<file path="config.mk">
export PLATFORM = sky130hd
export DESIGN_NAME = vec_seq_ctrl
export DESIGN_NICKNAME = d
export VERILOG_FILES = /design/src/rtl/vec_seq_ctrl_pkg.sv /design/src/rtl/vec_seq_ctrl_lane_counter.sv /design/src/rtl/vec_seq_ctrl.sv
export SDC_FILE = /design/constraint.sdc
export NUM_CORES = 2
export LEC_CHECK = 0
export CAP_MARGIN = 20
export CORE_AREA = 2 2 324 326
export DETAILED_ROUTE_END_ITERATION = 8
export DIE_AREA = 0 0 326 328
export PLACE_DENSITY = 0.84
export SLEW_MARGIN = 5
export SYNTH_ARGS = -nofsm -noshare
export SYNTH_HDL_FRONTEND = slang
export SYNTH_SLANG_ARGS = --single-unit
</file>
<file path="constraint.sdc">
create_clock -name clk -period 44.1 [get_ports clk]
set_clock_uncertainty 0.05 [all_clocks]
set_input_delay 8.82 -clock clk [delete_from_list [all_inputs] [get_ports clk]]
set_output_delay 8.82 -clock clk [all_outputs]
set_load 0.02 [all_outputs]
</file>
<file path="src/rtl/vec_seq_ctrl_pkg.sv">
`timescale 1ns/1ps
`default_nettype none
// ============================================================================
// vec_seq_ctrl_pkg : opcodes, FP lane-unit encodings, sequencer states, lane slice
// Revision : 1.0
// ============================================================================
package vec_seq_ctrl_pkg;

  localparam logic [3:0] OP_VADD = 4'b0000;
  localparam logic [3:0] OP_VDOT = 4'b0001;
  localparam logic [3:0] OP_SMUL = 4'b0010;
  localparam logic [3:0] OP_NOP  = 4'b1111;

  localparam logic FP_ADD = 1'b0;
  localparam logic FP_MUL = 1'b1;

  localparam int VEC_LANES = 16;
  localparam int VEC_LW    = 16;

  typedef enum logic [1:0] {
    ST_IDLE  = 2'd0,
    ST_ISSUE = 2'd1,
    ST_FIN   = 2'd2
  } state_t;

  function automatic logic [VEC_LW-1:0] LANE(input logic [VEC_LANES*VEC_LW-1:0] v,
                                             input int unsigned i);
    return v[i*VEC_LW +: VEC_LW];
  endfunction

endpackage
`default_nettype wire

</file>
<file path="src/rtl/vec_seq_ctrl_lane_counter.sv">
`timescale 1ns/1ps
`default_nettype none
// ============================================================================
// vec_lane_counter : lane index plus VDOT mul/add phase, with last-step flag
// Revision : 1.0
// ============================================================================
module vec_lane_counter #(
  parameter int LANES = 16
) (
  input  logic                       clk,
  input  logic                       rst,
  input  logic                       clear_i,
  input  logic                       inc_i,
  input  logic                       dot_i,
  output logic [$clog2(LANES)-1:0]   lane_o,
  output logic                       phase_o,
  output logic                       last_o
);
  localparam int LIW = $clog2(LANES);
  localparam logic [LIW-1:0] C_LAST = LIW'(LANES - 1);

  logic [LIW-1:0] lane_q, lane_d;
  logic           phase_q, phase_d;

  // VDOT takes two steps (mul then add) per lane; other ops advance every step.
  always_comb begin
    lane_d  = lane_q;
    phase_d = phase_q;
    if (clear_i) begin
      lane_d  = '0;
      phase_d = 1'b0;
    end else if (inc_i) begin
      if (dot_i && !phase_q) begin
        phase_d = 1'b1;
      end else begin
        phase_d = 1'b0;
        lane_d  = lane_q + 1'b1;
      end
    end
  end

  always_ff @(posedge clk or posedge rst) begin
    if (rst) begin
      lane_q  <= '0;
      phase_q <= 1'b0;
    end else begin
      lane_q  <= lane_d;
      phase_q <= phase_d;
    end
  end

  assign lane_o  = lane_q;
  assign phase_o = phase_q;
  assign last_o  = (lane_q == C_LAST) && (!dot_i || phase_q);

endmodule
`default_nettype wire

</file>
<file path="src/rtl/vec_seq_ctrl.sv">
`timescale 1ns/1ps
`default_nettype none
// ============================================================================
// vec_seq_ctrl : multi-cycle VADD/VDOT/SMUL sequencer over a shared FP lane unit
// Revision : 1.0
// ============================================================================
module vec_seq_ctrl
  import vec_seq_ctrl_pkg::*;
#(
  parameter int LANES    = 16,
  parameter int LW       = 16,
  parameter int MAX_WAIT = 64
) (
  input  logic                clk,
  input  logic                rst,
  input  logic                start,
  input  logic [3:0]          opcode,
  input  logic [LANES*LW-1:0] op_1,
  input  logic [LANES*LW-1:0] op_2,
  output logic                busy,
  output logic                done,
  output logic [LANES*LW-1:0] result,
  output logic                err,
  output logic                fp_req,
  output logic                fp_op,
  output logic [LW-1:0]       fp_a,
  output logic [LW-1:0]       fp_b,
  input  logic                fp_ack,
  input  logic [LW-1:0]       fp_res
);
  localparam int VW  = LANES * LW;
  localparam int LIW = $clog2(LANES);
  localparam int WW  = $clog2(MAX_WAIT + 1);
  localparam logic [WW-1:0] C_WAIT_LAST = WW'(MAX_WAIT - 1);

  state_t        state_q;
  logic [3:0]    opc_q;
  logic [VW-1:0] a_q, b_q, res_q, result_q;
  logic [LW-1:0] acc_q, fp_a_q, fp_b_q;
  logic [WW-1:0] wait_q;
  logic          busy_q, done_q, err_q, fp_req_q, fp_op_q;

  logic [LIW-1:0] lane, lane_nxt;
  logic           phase, last, is_dot, legal, accept, acked;
  logic [VW-1:0]  res_upd;
  logic           nxt_op;
  logic [LW-1:0]  nxt_a, nxt_b;

  assign is_dot   = (opc_q == OP_VDOT);
  assign legal    = (opcode == OP_VADD) || (opcode == OP_VDOT) || (opcode == OP_SMUL);
  assign accept   = start && (state_q == ST_IDLE);
  assign acked    = (state_q == ST_ISSUE) && fp_ack;
  assign lane_nxt = lane + 1'b1;

  vec_lane_counter #(
    .LANES(LANES)
  ) u_lane_cnt (
    .clk    (clk),
    .rst    (rst),
    .clear_i(accept),
    .inc_i  (acked),
    .dot_i  (is_dot),
    .lane_o (lane),
    .phase_o(phase),
    .last_o (last)
  );

  // Operands for the request that follows the one being acknowledged now.
  always_comb begin
    res_upd                 = res_q;
    res_upd[lane*LW +: LW]  = fp_res;
    nxt_op                  = FP_ADD;
    nxt_a                   = a_q[lane_nxt*LW +: LW];
    nxt_b                   = b_q[lane_nxt*LW +: LW];
    case (opc_q)
      OP_SMUL: begin
        nxt_op = FP_MUL;
        nxt_a  = a_q[LW-1:0];
      end
      OP_VDOT: begin
        if (!phase) begin
          nxt_a = acc_q;
          nxt_b = fp_res;
        end else begin
          nxt_op = FP_MUL;
        end
      end
      default: ;
    endcase
  end

  always_ff @(posedge clk or posedge rst) begin
    if (rst) begin
      state_q  <= ST_IDLE;
      opc_q    <= OP_NOP;
      a_q      <= '0;
      b_q      <= '0;
      res_q    <= '0;
      result_q <= '0;
      acc_q    <= '0;
      wait_q   <= '0;
      busy_q   <= 1'b0;
      done_q   <= 1'b0;
      err_q    <= 1'b0;
      fp_req_q <= 1'b0;
      fp_op_q  <= 1'b0;
      fp_a_q   <= '0;
      fp_b_q   <= '0;
    end else begin
      done_q <= 1'b0;
      case (state_q)
        ST_IDLE: begin
          if (accept) begin
            opc_q  <= opcode;
            a_q    <= op_1;
            b_q    <= op_2;
            acc_q  <= '0;
            res_q  <= '0;
            wait_q <= '0;
            if (legal) begin
              state_q  <= ST_ISSUE;
              busy_q   <= 1'b1;
              err_q    <= 1'b0;
              fp_req_q <= 1'b1;
              fp_op_q  <= (opcode == OP_VADD) ? FP_ADD : FP_MUL;
              fp_a_q   <= op_1[LW-1:0];
              fp_b_q   <= op_2[LW-1:0];
            end else begin
              state_q  <= ST_FIN;
              done_q   <= 1'b1;
              err_q    <= 1'b1;
              result_q <= '0;
            end
          end
        end
        ST_ISSUE: begin
          if (fp_ack) begin
            wait_q <= '0;
            if (is_dot) begin
              if (phase) acc_q <= fp_res;
            end else begin
              res_q <= res_upd;
            end
            if (last) begin
              state_q  <= ST_FIN;
              busy_q   <= 1'b0;
              done_q   <= 1'b1;
              fp_req_q <= 1'b0;
              result_q <= is_dot ? {{(VW-LW){1'b0}}, fp_res} : res_upd;
            end else begin
              fp_op_q <= nxt_op;
              fp_a_q  <= nxt_a;
              fp_b_q  <= nxt_b;
            end
          end else if (wait_q == C_WAIT_LAST) begin
            // Unanswered request: give up, keeping only lanes already finished.
            state_q  <= ST_FIN;
            busy_q   <= 1'b0;
            done_q   <= 1'b1;
            err_q    <= 1'b1;
            fp_req_q <= 1'b0;
            result_q <= res_q;
          end else begin
            wait_q <= wait_q + 1'b1;
          end
        end
        ST_FIN:  state_q <= ST_IDLE;
        default: state_q <= ST_IDLE;
      endcase
    end
  end

  assign busy   = busy_q;
  assign done   = done_q;
  assign err    = err_q;
  assign result = result_q;
  assign fp_req = fp_req_q;
  assign fp_op  = fp_op_q;
  assign fp_a   = fp_a_q;
  assign fp_b   = fp_b_q;

endmodule
`default_nettype wire

</file>
==> impl_metrics.json <==
{
  "ys_seq_area_share_pct": 55.6,
  "gp_congestion": 0.935,
  "vias": 43300,
  "avgSynthCellArea_um2": 9.90,
  "dp_cells": 6832,
  "grt_max_degree": 242,
  "status": "finished, final reports clean",
  "die-area_um2": 107000,
  "grt_pass1_wl_um": 271000,
  "clk_pin_slew_worst_paths_ps": 60,
  "finalCritPeriodShare_pct": 30.4,
  "synthDistinctLibCells": 70,
  "drcViolationCount": 0,
  "hold_viol": 0,
  "finish.utilization_pct": 60.3,
  "p_switching_uw": 1420,
  "cts-root-buf": "clkbuf_16",
  "nets": 6110,
  "end_kind": "async pin",
  "power_frac_seq_pct": 39.0,
  "fill_cells": 8008,
  "overflow": 0,
  "dr.pass1.iters": 6,
  "drive_gt1_share_pct": 9.73,
  "row_count": 118,
  "syn_nets": 5511,
  "ant_nets": 0,
  "grt_pass1_vias": 42600,
  "synth_area_um2": 49200,
  "r2r_start": "u_lane_cnt.lane_o[0]",
  "worst-setup-path-type": "in -> async",
  "crit_fanout": 82,
  "ys_top_cells_by_area": "dfrtp_1 55%, nand2_1 13%, mux4_2 5.9%, a31oi_1 3.1%, o21ai_0 2.6%",
  "synth_seq_cells": 1094,
  "io_buffer_count": 828,
  "cts_setup_buffers": 0,
  "ys_warn_count": 0,
  "synth_ff_type": "dfrtp_1",
  "fmaxAchievable_mhz": 74.7,
  "rrSetupSlack_ps": 38960,
  "synthCells": 4971,
  "slew_viol_final": 0,
  "antenna_found_initial": 68,
  "synth_top_area_share_pct": 55.4,
  "clk_path_buf_depth": 3,
  "worstSetupStartpoint": "rst",
  "post_drt_wl_per_cell_um": 25.7,
  "cts_resized": 0,
  "htreeDepth": 3,
  "rr_endpoint": "fp_a[14]",
  "cts_buffers": 111,
  "endpoint": "b_q[250]",
  "fin_crit_ps": 13390,
  "p_leak_uw": 0.0281,
  "synth_top_cell_by_area": "dfrtp_1",
  "cts.hold.buffers_added": 0,
  "core_um2": 103000,
  "start_util_pct": 47.7,
  "synth_edf_count": 0,
  "min_path_cells": 2,
  "dpl_cell_area_um2": 58200,
  "cts_tree": "yes",
  "cp-start-kind": "primary input",
  "fin_tns_setup_ps": 0,
  "rsz0062_at_grt": "false",
  "finalInstanceArea_um2": 62300,
  "max_slew_margin_pct": 16.4,
  "setup_viol": 0,
  "r2r_cells": 8,
  "fp.dieW_um": 326,
  "ir_worst_vdd_v": 0.0000409,
  "power.density_nw_per_um2": 62.1,
  "worstPathArrival_ps": 14060,
  "io_pins": 829,
  "place_hpwl_um": 123000,
  "hp-class": "reg -> reg",
  "vias_per_cell": 6.11,
  "p_int_uw": 2440,
  "holdWs_ps": 418,
  "die_h_um": 328,
  "cap_violations": 0,
  "tightest_slew_ps": 1250,
  "area_growth_pct": 26.6,
  "clk_latency_ps": 740,
  "drt_iter0_drc": 5585,
  "required_ps": 44770,
  "p_sw_share_pct": 36.8,
  "routed_wl_um": 182000,
  "pwr-share-clk_pct": 25.6,
  "combPwrFrac_pct": 35.4,
  "fin_cells": 7090,
  "grt_usage_pct": 33.5,
  "async_flop_share_pct": 100,
  "cts.sinks": 1094
}
[area by class of cell]
cell class                 instances  area, um^2  area share [%]
clock inverter                    51         721            1.16
multi-input combinational       3437       20100            32.3
clock buffer                     156        3110            4.99
timing repair buffer             915        9060            14.5
sequential                      1094       27400            44.0
antenna                           46         115           0.185
tap                             1380        1730            2.77
inverter                          11        48.8          0.0784
[cell usage after synthesis, types with 3 or more instances]
master     number
a21bo_1        47
mux4_2        128
a211oi_1        4
ha_1            4
or2_2           3
a31oi_1       241
a221oi_1       16
and2_1         18
a21oi_2         4
o21ai_2         4
mux2_2         80
xnor2_1         5
nor2_2          5
o21ai_0       255
a22o_1        136
nor3_1        246
buf_6           4
buf_1          16
o2bb2ai_1      64
nand2b_1       48
inv_1          10
nor2b_1         3
o21ai_1        11
a221o_1        16
nand4_1         4
nor3_2          3
mux2i_1        50
dfrtp_1      1090
nand2_1      1752
nor4_2          5
a21bo_2        11
clkbuf_1      261
nand3_1       116
dfstp_2         4
a21o_1          3
nor2_1         18
buf_2         138
buf_4           9
a21oi_1       100
[worst min-delay path by stage]
stage | slack [ps] | from | to
after floorplan | 390 | a_q[176] | a_q[176]
after global placement | 400 | a_q[182] | a_q[182]
after detailed placement | 410 | b_q[68] | b_q[68]
after CTS | 420 | a_q[78] | a_q[78]
after global routing | 430 | res_q[137] | res_q[137]
final | 420 | b_q[68] | b_q[68]
[worst max-delay path: stages]
cell,delay [ps]
clkdlybuf4s50_1,490
inv_8,410
buf_4,760
buf_4,830
buf_4,870
buf_4,860
buf_4,830
[per-stage QoR]
step	setup WS, ps	total power, uW
detailed placement	29730	2860
global placement	29840	2820
floorplan	4440	2260
CTS	30480	3860
finish	30710	3860
global route	29890	4030
[placed cells by master (no fill, tap or decap), types with 8 or more instances in the layout]
cell | netlist | layout
nor2_1 | 18 | 12
o2bb2ai_1 | 64 | 64
clkbuf_16 | 0 | 111
dfrtp_1 | 1090 | 1089
clkdlybuf4s50_1 | 0 | 826
a31oi_1 | 241 | 241
nand2b_1 | 48 | 47
bufinv_16 | 0 | 12
a21bo_2 | 11 | 11
nand3_1 | 116 | 115
mux4_2 | 128 | 128
diode_2 | 0 | 46
o21ai_1 | 11 | 11
nand2_1 | 1752 | 1752
and2_1 | 18 | 18
a21oi_1 | 100 | 95
a22o_1 | 136 | 136
a221o_1 | 16 | 16
buf_4 | 9 | 78
mux2_2 | 80 | 80
clkbuf_1 | 261 | 29
a21bo_1 | 47 | 47
nor3_1 | 246 | 243
clkinv_2 | 0 | 20
mux2i_1 | 50 | 50
a21oi_2 | 4 | 8
o21ai_0 | 255 | 255
a221oi_1 | 16 | 16
inv_1 | 10 | 9
clkbuf_8 | 0 | 16
[power by group through the flow]
stage | Combinational [uW] | Clock (uW) | Sequential (uW)
after CTS | 1360 | 996 | 1500
after global placement | 1320 | 0 | 1500
after floorplan | 709 | 0 | 1550
final | 1370 | 991 | 1510
after detailed placement | 1350 | 0 | 1510
after global routing | 1460 | 1040 | 1530
[per-layer routing]
metal  GRT usage, %  share of wire [%]  up-vias
li1               -                  -    18400
met1           40.2                 35    21300
met2           51.9                 46     2955
met3           10.1                 12      625
met4           23.3                7.8       30
met5              0               0.10        -
[sequential cells by signal, summed over array words and instances, names as in the netlist, 7 cells and up]
signal / count
a_q: 256
res_q: 256
b_q: 256
acc_q: 16
wait_q: 7
result: 256
fp_b: 16
fp_a: 16
[kinds of logic after synthesis]
group / count (synthesis) / share of synthesized area [%]
xor gates and xnor gates: 6 / 0.107
AOI/OAI and AO/OA: 930 / 12.8
adders and majority gates: 4 / 0.102
and+or+nand+nor: 2239 / 18.8
muxes: 258 / 8.71
buffers and inverters: 440 / 3.86
DFF: 1094 / 55.6
Power figures use the tool's default switching activity.
